## src/rtl/weight_sign_sram_loader_lenet_if.sv

```systemverilog
// Sign-word stream into the LeNet weight-sign SRAM loader (AXI-Stream style valid/ready/last).
interface weight_sign_sram_loader_lenet_if #(
    parameter int W = 16
) ();
    logic [W-1:0] s_tdata;
    logic         s_tvalid;
    logic         s_tready;
    logic         s_tlast;

    modport master (output s_tdata, output s_tvalid, output s_tlast, input s_tready);
    modport slave  (input s_tdata, input s_tvalid, input s_tlast, output s_tready);
endinterface

```

## src/rtl/weight_sign_sram_loader_lenet.sv

```systemverilog
// Streams 16-bit sign words into one layer's region of the weight-sign SRAM and checks stream length.
// Optional running-XOR checksum output enabled by defining WEIGHT_SIGN_LOADER_CHECKSUM_EN.
module weight_sign_sram_loader_lenet #(
    parameter int WEIGHT_SIGN_BITWIDTH = 16,
    parameter int WEIGHT_CYCLE_NUM_1   = 14700,
    parameter int WEIGHT_CYCLE_NUM_2   = 1900,
    parameter int WEIGHT_CYCLE_NUM_3   = 70,
    localparam int MEM_LEN = WEIGHT_CYCLE_NUM_1 + WEIGHT_CYCLE_NUM_2 + WEIGHT_CYCLE_NUM_3,
    localparam int ADDR_W  = $clog2(MEM_LEN)
) (
    input  logic                            clk,
    input  logic                            rst_n,
    input  logic [2:0]                      layer,
    input  logic                            load_start,
    weight_sign_sram_loader_lenet_if.slave  s,
    output logic                            mem_wr_en,
    output logic [ADDR_W-1:0]               mem_wr_addr,
    output logic [WEIGHT_SIGN_BITWIDTH-1:0] mem_wr_data,
    output logic                            busy,
    output logic                            load_done,
    output logic                            load_error
`ifdef WEIGHT_SIGN_LOADER_CHECKSUM_EN
    ,
    output logic [WEIGHT_SIGN_BITWIDTH-1:0] checksum
`endif
);

    typedef enum logic [1:0] {IDLE, LOAD, DRAIN} state_t;

    localparam logic [ADDR_W-1:0] BASE_1 = '0;
    localparam logic [ADDR_W-1:0] BASE_2 = ADDR_W'(WEIGHT_CYCLE_NUM_1);
    localparam logic [ADDR_W-1:0] BASE_3 = ADDR_W'(WEIGHT_CYCLE_NUM_1 + WEIGHT_CYCLE_NUM_2);
    localparam logic [ADDR_W-1:0] LAST_1 = ADDR_W'(WEIGHT_CYCLE_NUM_1 - 1);
    localparam logic [ADDR_W-1:0] LAST_2 = ADDR_W'(WEIGHT_CYCLE_NUM_2 - 1);
    localparam logic [ADDR_W-1:0] LAST_3 = ADDR_W'(WEIGHT_CYCLE_NUM_3 - 1);

    state_t            state, state_nx;
    logic [ADDR_W-1:0] base, len_m1, cnt;
    logic [ADDR_W-1:0] base_sel, len_m1_sel;
    logic              layer_ok, start_ok, start_bad, hs, write, last_cnt;

    assign s.s_tready = (state != IDLE);
    assign busy       = (state != IDLE);
    assign hs         = s.s_tvalid & s.s_tready;
    assign write      = (state == LOAD) && hs;
    assign last_cnt   = (cnt == len_m1);
    assign layer_ok   = (layer == 3'b001) || (layer == 3'b010) || (layer == 3'b100);
    assign start_ok   = (state == IDLE) && load_start && layer_ok;
    assign start_bad  = (state == IDLE) && load_start && !layer_ok;

    always_comb begin
        base_sel   = BASE_1;
        len_m1_sel = LAST_1;
        case (layer)
            3'b010: begin base_sel = BASE_2; len_m1_sel = LAST_2; end
            3'b100: begin base_sel = BASE_3; len_m1_sel = LAST_3; end
            default: ;
        endcase
    end

    always_ff @(posedge clk or negedge rst_n) begin
        if (!rst_n) state <= IDLE;
        else        state <= state_nx;
    end

    // A stream that overruns its layer keeps being accepted in DRAIN so the host is never stalled.
    always_comb begin
        state_nx = state;
        case (state)
            IDLE:  if (start_ok) state_nx = LOAD;
            LOAD: begin
                if (hs) begin
                    if (s.s_tlast)     state_nx = IDLE;
                    else if (last_cnt) state_nx = DRAIN;
                end
            end
            DRAIN: if (hs && s.s_tlast) state_nx = IDLE;
            default: state_nx = IDLE;
        endcase
    end

    always_ff @(posedge clk or negedge rst_n) begin
        if (!rst_n) begin
            base        <= '0;
            len_m1      <= '0;
            cnt         <= '0;
            mem_wr_en   <= 1'b0;
            mem_wr_addr <= '0;
            mem_wr_data <= '0;
            load_done   <= 1'b0;
            load_error  <= 1'b0;
        end else begin
            mem_wr_en <= 1'b0;
            load_done <= 1'b0;
            if (start_ok) begin
                base       <= base_sel;
                len_m1     <= len_m1_sel;
                cnt        <= '0;
                load_error <= 1'b0;
            end else if (start_bad) begin
                load_error <= 1'b1;
            end
            if (write) begin
                mem_wr_en   <= 1'b1;
                mem_wr_addr <= base + cnt;
                mem_wr_data <= s.s_tdata;
                cnt         <= cnt + ADDR_W'(1);
                if (last_cnt && s.s_tlast)      load_done  <= 1'b1;
                else if (last_cnt || s.s_tlast) load_error <= 1'b1;
            end
        end
    end

`ifdef WEIGHT_SIGN_LOADER_CHECKSUM_EN
    always_ff @(posedge clk or negedge rst_n) begin
        if (!rst_n)        checksum <= '0;
        else if (start_ok) checksum <= '0;
        else if (write)    checksum <= checksum ^ s.s_tdata;
    end
`endif

endmodule

```

## src/flat_wrapper.sv

```systemverilog
// flat-port wrapper written by rule: the top's interface ports become plain ports
module weight_sign_sram_loader_lenet_flat 
#(
    parameter int WEIGHT_SIGN_BITWIDTH = 16,
    parameter int WEIGHT_CYCLE_NUM_1   = 14700,
    parameter int WEIGHT_CYCLE_NUM_2   = 1900,
    parameter int WEIGHT_CYCLE_NUM_3   = 70,
    localparam int MEM_LEN = WEIGHT_CYCLE_NUM_1 + WEIGHT_CYCLE_NUM_2 + WEIGHT_CYCLE_NUM_3,
    localparam int ADDR_W  = $clog2(MEM_LEN)
)
  (clk, rst_n, layer, load_start, mem_wr_en, mem_wr_addr, mem_wr_data, busy, load_done, load_error, s_s_tdata, s_s_tvalid, s_s_tlast, s_s_tready);
  weight_sign_sram_loader_lenet_if #(.W((16))) s_i ();
  input  logic clk;
  input  logic rst_n;
  input  logic [2:0] layer;
  input  logic load_start;
  output logic mem_wr_en;
  output logic [ADDR_W-1:0] mem_wr_addr;
  output logic [WEIGHT_SIGN_BITWIDTH-1:0] mem_wr_data;
  output logic busy;
  output logic load_done;
  output logic load_error;
  input wire logic [$bits(s_i.s_tdata)-1:0] s_s_tdata;
  input wire logic [$bits(s_i.s_tvalid)-1:0] s_s_tvalid;
  input wire logic [$bits(s_i.s_tlast)-1:0] s_s_tlast;
  output wire logic [$bits(s_i.s_tready)-1:0] s_s_tready;
  assign s_i.s_tdata = s_s_tdata;
  assign s_i.s_tvalid = s_s_tvalid;
  assign s_i.s_tlast = s_s_tlast;
  assign s_s_tready = s_i.s_tready;
  weight_sign_sram_loader_lenet #(.WEIGHT_SIGN_BITWIDTH(WEIGHT_SIGN_BITWIDTH), .WEIGHT_CYCLE_NUM_1(WEIGHT_CYCLE_NUM_1), .WEIGHT_CYCLE_NUM_2(WEIGHT_CYCLE_NUM_2), .WEIGHT_CYCLE_NUM_3(WEIGHT_CYCLE_NUM_3)) u_core (.clk(clk), .rst_n(rst_n), .layer(layer), .load_start(load_start), .s(s_i), .mem_wr_en(mem_wr_en), .mem_wr_addr(mem_wr_addr), .mem_wr_data(mem_wr_data), .busy(busy), .load_done(load_done), .load_error(load_error));
endmodule
```

## config.mk

```make
export PLATFORM = sky130hd
export DESIGN_NAME = weight_sign_sram_loader_lenet_flat
export DESIGN_NICKNAME = d
export VERILOG_FILES = /design/src/rtl/weight_sign_sram_loader_lenet_if.sv /design/src/rtl/weight_sign_sram_loader_lenet.sv /design/src/flat_wrapper.sv
export SDC_FILE = /design/constraint.sdc
export NUM_CORES = 1
export LEC_CHECK = 0
export ABC_CLOCK_PERIOD_IN_PS = 2300
export CORE_AREA = 2 2 84 78
export DETAILED_ROUTE_END_ITERATION = 10
export DIE_AREA = 0 0 86 80
export PLACE_DENSITY = 0.78
export SLEW_MARGIN = 20
export SYNTH_ARGS = -nofsm -noshare
export SYNTH_HDL_FRONTEND = slang
export SYNTH_SLANG_ARGS = --single-unit
```

## constraint.sdc

```tcl
create_clock -name clk -period 2.3 [get_ports clk]
set_input_delay 0.46 -clock clk [delete_from_list [all_inputs] [get_ports clk]]
set_output_delay 0.46 -clock clk [all_outputs]
set_load 0.005 [all_outputs]
```

# Word-level counts from Yosys, hierarchy flattened
# Index checks and enable logic that the tools add are counted.
# word_totals
register_bits,81
# classes
n_addsub,2
bitwise_logic,1
n_reduce_logical,14
n_mux,18
eq_ne,10
# ops
cell,count
2-to-1 mux 15 bit,2
one-hot mux 15 bit (2 select lines),1
one-hot mux 14 bit (2 select lines),1
adder 15 x 1 -> 15 bit (second input constant),1
adder 15 bit,1
equality test 15 bit,1
2-to-1 mux 2 bit,5
2-to-1 mux 1 bit,8
logical AND 1 bit,6
inequality test 2 x 1 -> 1 bit (second input constant),3
one-hot mux 2 bit (3 select lines),1
AND reduction 4 bit,1
nonzero test 2 bit,2
equality test 3 x 1 -> 1 bit (second input constant),1
equality test 3 x 2 -> 1 bit (second input constant),1
equality test 3 bit (second input constant),1
logical OR 1 bit,3
inequality test 3 x 2 -> 1 bit (second input constant),1
equality test 2 x 1 -> 1 bit (second input constant),1
equality test 2 bit (second input constant),1
zero test 2 bit,1
bitwise AND 1 bit,1
zero test 1 bit,1

# Depth between registers and ports, before layout
# depth
word_depth,10
depth_mapped,7
depth_no_buf,7

# Least setup slack after synthesis
# Ideal clock, no wire load.
# synth_path
path_type,register to register
startpoint,register u_core.len_m1[10] (netlist name)
endpoint,register u_core.mem_wr_addr[12]
arrival_ns,1.993
path_buffers,0
path_slack_ns,0.224
path_stages_with_launch,8
path_cell_list,dfrtp_1 ha_1 fa_1 a211o_1 a21oi_1 o211ai_1 xnor2_1 o21ai_0
# synth_lines
item,line,source
"end signal, assigned",weight_sign_sram_loader_lenet.sv:105,mem_wr_addr <= base + cnt;
"end, declared",weight_sign_sram_loader_lenet.sv:17,"output logic [ADDR_W-1:0] mem_wr_addr,"

# Worst setup path after layout
# layout_path
startpoint,register u_core.cnt[2]
endpoint,register u_core.mem_wr_addr[12]
# layout_between
elab_chain_len,1
# layout_lines
item,line,source
"start, declared",weight_sign_sram_loader_lenet.sv:38,"logic [ADDR_W-1:0] base, len_m1, cnt;"
"start signal, assigned",weight_sign_sram_loader_lenet.sv:107,cnt <= cnt + ADDR_W'(1);
adder 15 bit,weight_sign_sram_loader_lenet.sv:105,
# Every way passes these cells.
# A chain may end at the register's enable or synchronous reset.

==> results summary <==
The post-detailed-route count of antenna-violating nets came out at 0. The share of synthesized registers carrying an async set or reset came out at 1.00. The starting utilization of the core area came out at 0.505. The buffer cell driving the clock tree root is clkbuf_8. The layout net count is about 440.

Synthesis produced a netlist with a net count of 368. The shortest clock period the worst path allows after layout came out at 2040 ps. The sequential share of the synthesized area is 0.472. The peak fanout along the critical path is 3.

In this run the static leakage power is around 1.9 nW. The pin count of the biggest net entering global routing is 27. The register bit count reported by yosys came out at 57. The number of warnings reported in the yosys synthesis log is 0. At the later pin of the worst-skew pair, clock insertion delay measures 340 ps. Of the total synthesized cell area, the portion taken by XOR and XNOR cells is 0.0435. The number of vias in the routed layout is 2,576.

TritonCTS built the clock tree. Once routing completed, OpenROAD measured the worst setup slack at 257 ps. In this run the power density over the cells is 962 nW/µm².

The post-DP HPWL is 4890 µm. In the final layout, flip-flops and latches occupy 1430 µm². Pin placement for this block handled 60 I/O pins.

The capturing element type of the critical path is a flop. The aggregate negative setup slack came out at 0 ps. By area, the combinational part of the netlist is dominated by simple AND/OR/NAND/NOR gates. Of the total power, the share spent switching nets is 0.313.

The global-route wire length before repair came out at roughly 11,000 µm. The total global-route track usage came out at 0.213. The share of the synthesized area in the top cell type is 0.472. Of the total power, the clock network draws 0.279. The non-filler instance count after layout came out at 478. The synthesized design spends more area on one cell type than any other, namely dfrtp_1. The number of design-rule violations left by the first detailed-router iteration came out at 159.

Clock tree synthesis found a total of 57 sinks. The via count of the first global-routing pass is 2,389. The final setup skew is 8.53 ps.

The final hold violation count came to 0. The maximum buffer depth of the clock tree came out at 2. The count of inserted antenna diode cells is 0. The number of placement rows is 27.

The cell with the largest stage delay on the worst path is fa_1. The vertical die dimension is 80 µm. The gate count of the mapped netlist came out at 332.

Dividing the detail-routed wire length by the instance count gives 13.9 µm. For the pin with the worst max-slew slack, the measured transition is 403 ps. The simple logic cell fraction of the synthesized area came out at 0.228. The worst-case setup slack after placement is ~130 ps. The post-synth design cell area came out at between 3000 and 4000 µm². The overall power came out at 0.00380 W. The worst setup path is launched from a flop. The post-synthesis to final-layout area growth is 30.9%.

The path class of the tightest hold or removal check is in2async. The first detailed-routing pass ran for 4 iterations. The core area is 5980 µm².

In this design, the stage delay of the slowest critical-path cell is roughly 430 ps. By area the synthesized netlist is led by dfrtp_1 (47%), nand2_1 (12%), ha_1 (4.6%), o21ai_0 (3.8%), a21oi_1 (3.6%). The via-per-instance ratio is 5.39. Of the total synthesized cell area, the portion taken by full adders, half adders and majority gates is 0.0522.

The net switching power is 0.00119 W. The arrival time of data at the critical path endpoint is 2310 ps. The quantity of I/O buffers inserted on ports is between 50 and 60. The area of combinational cells with multiple inputs is 1490 µm². The sequential fraction of design power is 0.387. The detailed-route DRC error count is 0.

The initial antenna violation count was 0. The total number of H-tree levels is 3. Among all flip-flop cells after synthesis, the most frequent one is dfrtp_1. The fraction of the mapped netlist area in compound gates came out at 0.146. Setup repair after global routing left no endpoint under its margin. Setup violations remaining at the end of the flow were counted as 0. The internal power consumption is 0.00261 W. The post-placement cell count is 462. The post-route clock period utilization came out at 0.888.

The highest clock rate is roughly 490 MHz. The average instance area after synthesis is 9.09 µm². The final hold slack is around 27 ps.

The combinational share of power is 0.335. The total global routing overflow came out at 0. The number of synthesized flops with an enable pin is 0.

In the final layout, the share of cells above drive strength 1 is 0.101. The worst ir drop on vdd is roughly 500 µV. The class of the most critical setup path is reg2reg. The kind of cell with the highest combined delay along the critical path is compound AO/OA/AOI/OAI gates. The wire length after detailed routing is 6640 µm. The max capacitance violation total is 0.

The clock transition at the register clock pins on the worst setup and hold paths after CTS is 70 ps. The final max-slew violation count came out at 0. The proportion of synthesized area in mux cells came out at 0.0232. At the end of routability-driven placement, the weighted congestion stood at 0.889. The number of setup buffers added after CTS is 0.

From left edge to right edge, the die measures 86 µm. Fill cells in the final layout number 501. The overall die area is slightly below 7000 µm². The flow ran to the end, and the final reports show no timing, DRC or antenna violations. Synthesis instantiated 48 different standard cells from the library. Walking the worst path, the cells encountered are ha_1 > fa_1 > a211o_1 > a21oi_2 > o211ai_1 > xnor2_1 > o21ai_0. The relative max-transition margin came out at 0.730. The number of buffers created by CTS came out at 9.

The buffer and inverter count on the worst path came out at 0. At the worst endpoint, the required time is roughly 2600 ps.
-- per-layer routing --
metal | global-route usage | vias to the layer above | share of wire
li1 | - | 1288 | -
met1 | 0.288 | 1194 | 0.46
met2 | 0.326 | 80 | 0.46
met3 | 0.0538 | 14 | 0.058
met4 | 0.0857 | 0 | 0.020
met5 | 0 | - | 0
-- worst register-to-register path: stages (launching register included) --
cell	delay [ps]
dfrtp_1	380
ha_1	240
fa_1	430
a211o_1	340
a21oi_2	180
o211ai_1	140
xnor2_1	140
o21ai_0	130
-- metrics by stage --
step,util,cell area (µm²)
2_1_floorplan,-,3020
3_3_place_gp,0.623,3720
3_5_place_dp,0.623,3720
4_1_cts,0.660,3950
5_1_grt,0.661,3950
6_report,0.661,3950
-- cell usage in the layout (no fill, tap or decap), types with 3 or more instances in the layout --
cell,instances
clkdlybuf4s50_1,58
dfrtp_1,57
and3_1,6
inv_1,7
o31ai_1,3
and4_1,4
and2_1,4
ha_1,11
a211oi_1,3
o211ai_1,3
o21a_1,3
o21ai_0,23
nand3_1,12
clkbuf_8,9
nor3_1,4
xnor2_1,9
xor2_1,6
mux2i_1,7
nor2_1,5
a21oi_1,21
buf_4,14
nand2_1,97
-- cells in the mapped netlist, types with 3 or more instances --
cell type,number
nand3_1,12
ha_1,11
nand2_1,97
clkbuf_1,10
o211ai_1,3
a211oi_1,3
inv_1,7
and4_1,4
mux2i_1,7
dfrtp_1,57
o21ai_0,23
a21oi_1,22
xnor2_1,9
and2_1,4
nor3_1,4
o31ai_1,3
nor2_1,5
xor2_1,6
and3_1,6
o21a_1,3
-- what timing repair did --
action	in CTS	in global routing
hold buffers	0	0
resized for setup	0	1
setup endpoints to repair	0	1
-- logic make-up after synthesis --
family	count (synthesis)
mux	7
fa+ha+maj	12
flops	57
buf+inv	22
xor+xnor	15
compound gates	73
simple gates	146
-- area by class of cell --
| cell class | count | area share |
|---|---|---|
| Clock buffer | 9 | 0.0313 |
| Clock inverter | 7 | 0.0260 |
| Inverter | 7 | 0.00665 |
| Multi-Input combinational cell | 253 | 0.378 |
| Sequential cell | 57 | 0.361 |
| Tap cell | 72 | 0.0228 |
| Timing Repair Buffer | 73 | 0.175 |
-- registers in the layout, indices dropped and copies added (netlist names) --
signal              flops
u_core.mem_wr_data     16
u_core.cnt             15
u_core.base             1
u_core.load_error       1
u_core.mem_wr_addr     15
u_core.load_done        1
u_core.len_m1           5
u_core.state            2
u_core.mem_wr_en        1
-- power groups by stage --
stage	clock network [W]	registers, W	logic, W
CTS	0.00109	0.00147	0.00129
global placement	0	0.00148	0.00126
global route	0.00113	0.00151	0.00143
finish	0.00106	0.00147	0.00127
floorplan	0	0.00149	0.000566
detailed placement	0	0.00148	0.00128
-- final timing paths --
check	start	end	slack, ps	depth (start not counted)
setup / recovery	u_core.cnt[2]	u_core.mem_wr_addr[12]	260	7
hold / removal	rst_n	u_core.mem_wr_data[5]	30	1
setup reg to reg	u_core.cnt[2]	u_core.mem_wr_addr[12]	260	7
hold reg to reg	u_core.mem_wr_data[14]	u_core.mem_wr_data[14]	470	2
max in group asynchronous	rst_n	u_core.mem_wr_addr[3]	1610	2
min in group clk	u_core.mem_wr_data[14]	u_core.mem_wr_data[14]	470	2
Note: power is estimated with default switching activity, not from simulation.
==> RTL change, RTL diff (same flow settings) <==
The 3 states of `state_t` get a one-hot encoding in 3 bits.
--- a/src/rtl/weight_sign_sram_loader_lenet.sv
+++ b/src/rtl/weight_sign_sram_loader_lenet.sv
@@ -27,3 +27,3 @@
 
-    typedef enum logic [1:0] {IDLE, LOAD, DRAIN} state_t;
+    typedef enum logic [2:0] {IDLE = 3'b001, LOAD = 3'b010, DRAIN = 3'b100} state_t;
 
Check against the original RTL: same outputs for any inputs over 10 cycles, from zero or initial values and one cycle with rst_n low; not proved beyond that.
==> RTL change against the unedited design <==
- critical path depth shrank 5
- largest cell class unchanged
- area after synthesis grew 2.3%
- wire length grew 5.9%
- worst setup slack lost 0.17 ns
- cell area grew 1.5%
- power shrank 11%
- register-to-register slack lost 0.14 ns
- sequential cell count grew 1
==> RTL change: results (changes against the unedited design) <==
* Synth unique cells at 59 (was 48)
* Dpl cells at 462 (unchanged)
* Hold Crit Class: input pin to async pin (unchanged)
* Clock root buffer master: clkbuf_8 (unchanged)
* Antenna violations before repair at 0 (unchanged)
* Slowest CP cell: dfstp_2 (was fa_1)
* Drt first pass iters at 4 (unchanged)
* Layout Skew at 0.00298 ns (was 0.00853 ns)
* CP max stage delay at 0.55 ns (was 0.43 ns)
* LEAKAGE at 1.90 nW (was 1.89 nW)
* HPWL Detailed at 5130 um (was 4890 um)
* Number of global-route vias before repair at 2553 (was 2389)
* Area contributors post-synth: dfrtp_1, nand2_1, ha_1 (unchanged)
* Clock Path Buffers at 2 (unchanged)
* Hold slack at 0.133 ns (was 0.0267 ns)
* Clock transition at the registers of the reported paths at 0.06 ns
* Post-DP Area at 3800 um^2 (was 3720 um^2)
* Layout cell share with drive strength beyond 1 at 0.113 (was 0.101)
* H-Tree Depth at 3 (unchanged)
* Total track usage at 0.218 (was 0.213)
* Port-buffer cells at 59 (unchanged)
* CTS Buf Count at 9 (unchanged)
* # nets final at 439 (was 437)
* GP Congestion at 0.887 (was 0.889)
* Worst-path fanout max at 4 (was 3)
* Pin count of the biggest net entering global routing at 33 (was 27)
* Relative slew margins at 0.590 (was 0.730)
* Status: finished clean (unchanged)
* Count of warnings emitted by yosys at 0 (unchanged)
* Clk Latency, worst-skew pair at 0.33 ns
* Peak supply drop at 447 uV (was 502 uV)
* Top Registers: u_core.mem_wr_data (16), u_core.cnt (15), u_core.mem_wr_addr (15) (unchanged)
* R2R depth at 7 (unchanged)
* R2r setup slk at 0.12 ns (was 0.26 ns)
* Crit path DAT at 1.75 ns (was 2.31 ns)
* Routed vias/inst at 5.55 (was 5.39)
* Seq/Total Area, Yosys at 0.470 (was 0.472)
* Ys async rst share at 1.00 (unchanged)
* Routed len/inst at 14.7 um (was 13.9 um)
* First-pass GRT wire length at 11700 um (was 11300 um)
* Most frequent cells after synthesis: nand2_1, dfrtp_1, o21ai_1 (was nand2_1, dfrtp_1, o21ai_0)
* Fillcell total at 478 (was 501)
* Routed wire length at 7030 um (was 6640 um)
* Ant diodes at 0 (unchanged)
* Syn Area/Cell at 9.30 um^2 (was 9.09 um^2)
* DRT iter0 DRCs at 126 (was 159)
RTL change: cell count changes in the layout (fill, tap and decap cells not counted), moves of 6 or more:
cell	before	now
o21ai_0	23	5
nor2_1	5	12
o21ai_1	1	20
a21oi_1	21	14
a31oi_1	1	8
nand3_1	12	6
RTL change: cell families after synthesis:
| family | share of synthesized area |
|---|---|
| mux | 0.0101 |
| compound gates | 0.156 |
| fa+ha+maj | 0.0510 |
| flops | 0.470 |
| xor+xnor | 0.0539 |
| buf+inv | 0.0275 |
| simple gates | 0.232 |
RTL change: layer usage:
layer / share of wire / wire length (um) / GRT usage
met4: 0.018 / 125 / 0.105
met3: 0.055 / 386 / 0.0455
met5: 0 / 0 / 0
met2: 0.48 / 3360 / 0.349
met1: 0.45 / 3160 / 0.281
RTL change: timing repair:
action,4_1_cts,5_1_grt
buffers inserted,0,2
resized for setup,1,0
endpoints found under the setup margin,2,2
RTL change: critical path: cells and delay by family, from the launching register on:
family	cells	cell delay, ns
buf+inv	1	0.46
flops	1	0.55
simple gates	1	0.41
RTL change: final timing paths:
| check | start | to |
|---|---|---|
| max | u_core.state[0]$_DFFE_PN1P_ | s_s_tready |
| min | rst_n | u_core.cnt[9]$_DFFE_PN0P_ |
| max reg2reg | u_core.cnt[2]$_DFFE_PN0P_ | u_core.mem_wr_addr[14]$_DFFE_PN0P_ |
| min reg2reg | u_core.mem_wr_data[11]$_DFFE_PN0P_ | u_core.mem_wr_data[11]$_DFFE_PN0P_ |
| max in group asynchronous | rst_n | u_core.mem_wr_addr[5]$_DFFE_PN0P_ |
| min in group clk | u_core.mem_wr_data[11]$_DFFE_PN0P_ | u_core.mem_wr_data[11]$_DFFE_PN0P_ |
RTL change: per-stage QoR:
stage | util | setup WS [ns]
6_report | 0.671 | 0.0857
3_3_place_gp | 0.635 | 0.187
3_5_place_dp | 0.635 | 0.124
2_1_floorplan | - | 0.229
4_1_cts | 0.668 | 0.0230
5_1_grt | 0.671 | 0.0171
RTL change: report_power, final:
group          switching, mW  internal (mW)
Clock                  0.393          0.560
Combinational          0.425          0.601
Sequential             0.144           1.25
Total                  0.962           2.41
RTL change: final cells by class:
type | instances | area, um^2 | area share
clock inverter | 2 | 35.0 | 0.00873
multi-input combinational | 255 | 1550 | 0.387
clock buffer | 14 | 163 | 0.0405
timing repair buffer | 74 | 698 | 0.174
sequential | 58 | 1450 | 0.362
tap | 72 | 90.1 | 0.0225
inverter | 5 | 18.8 | 0.00468
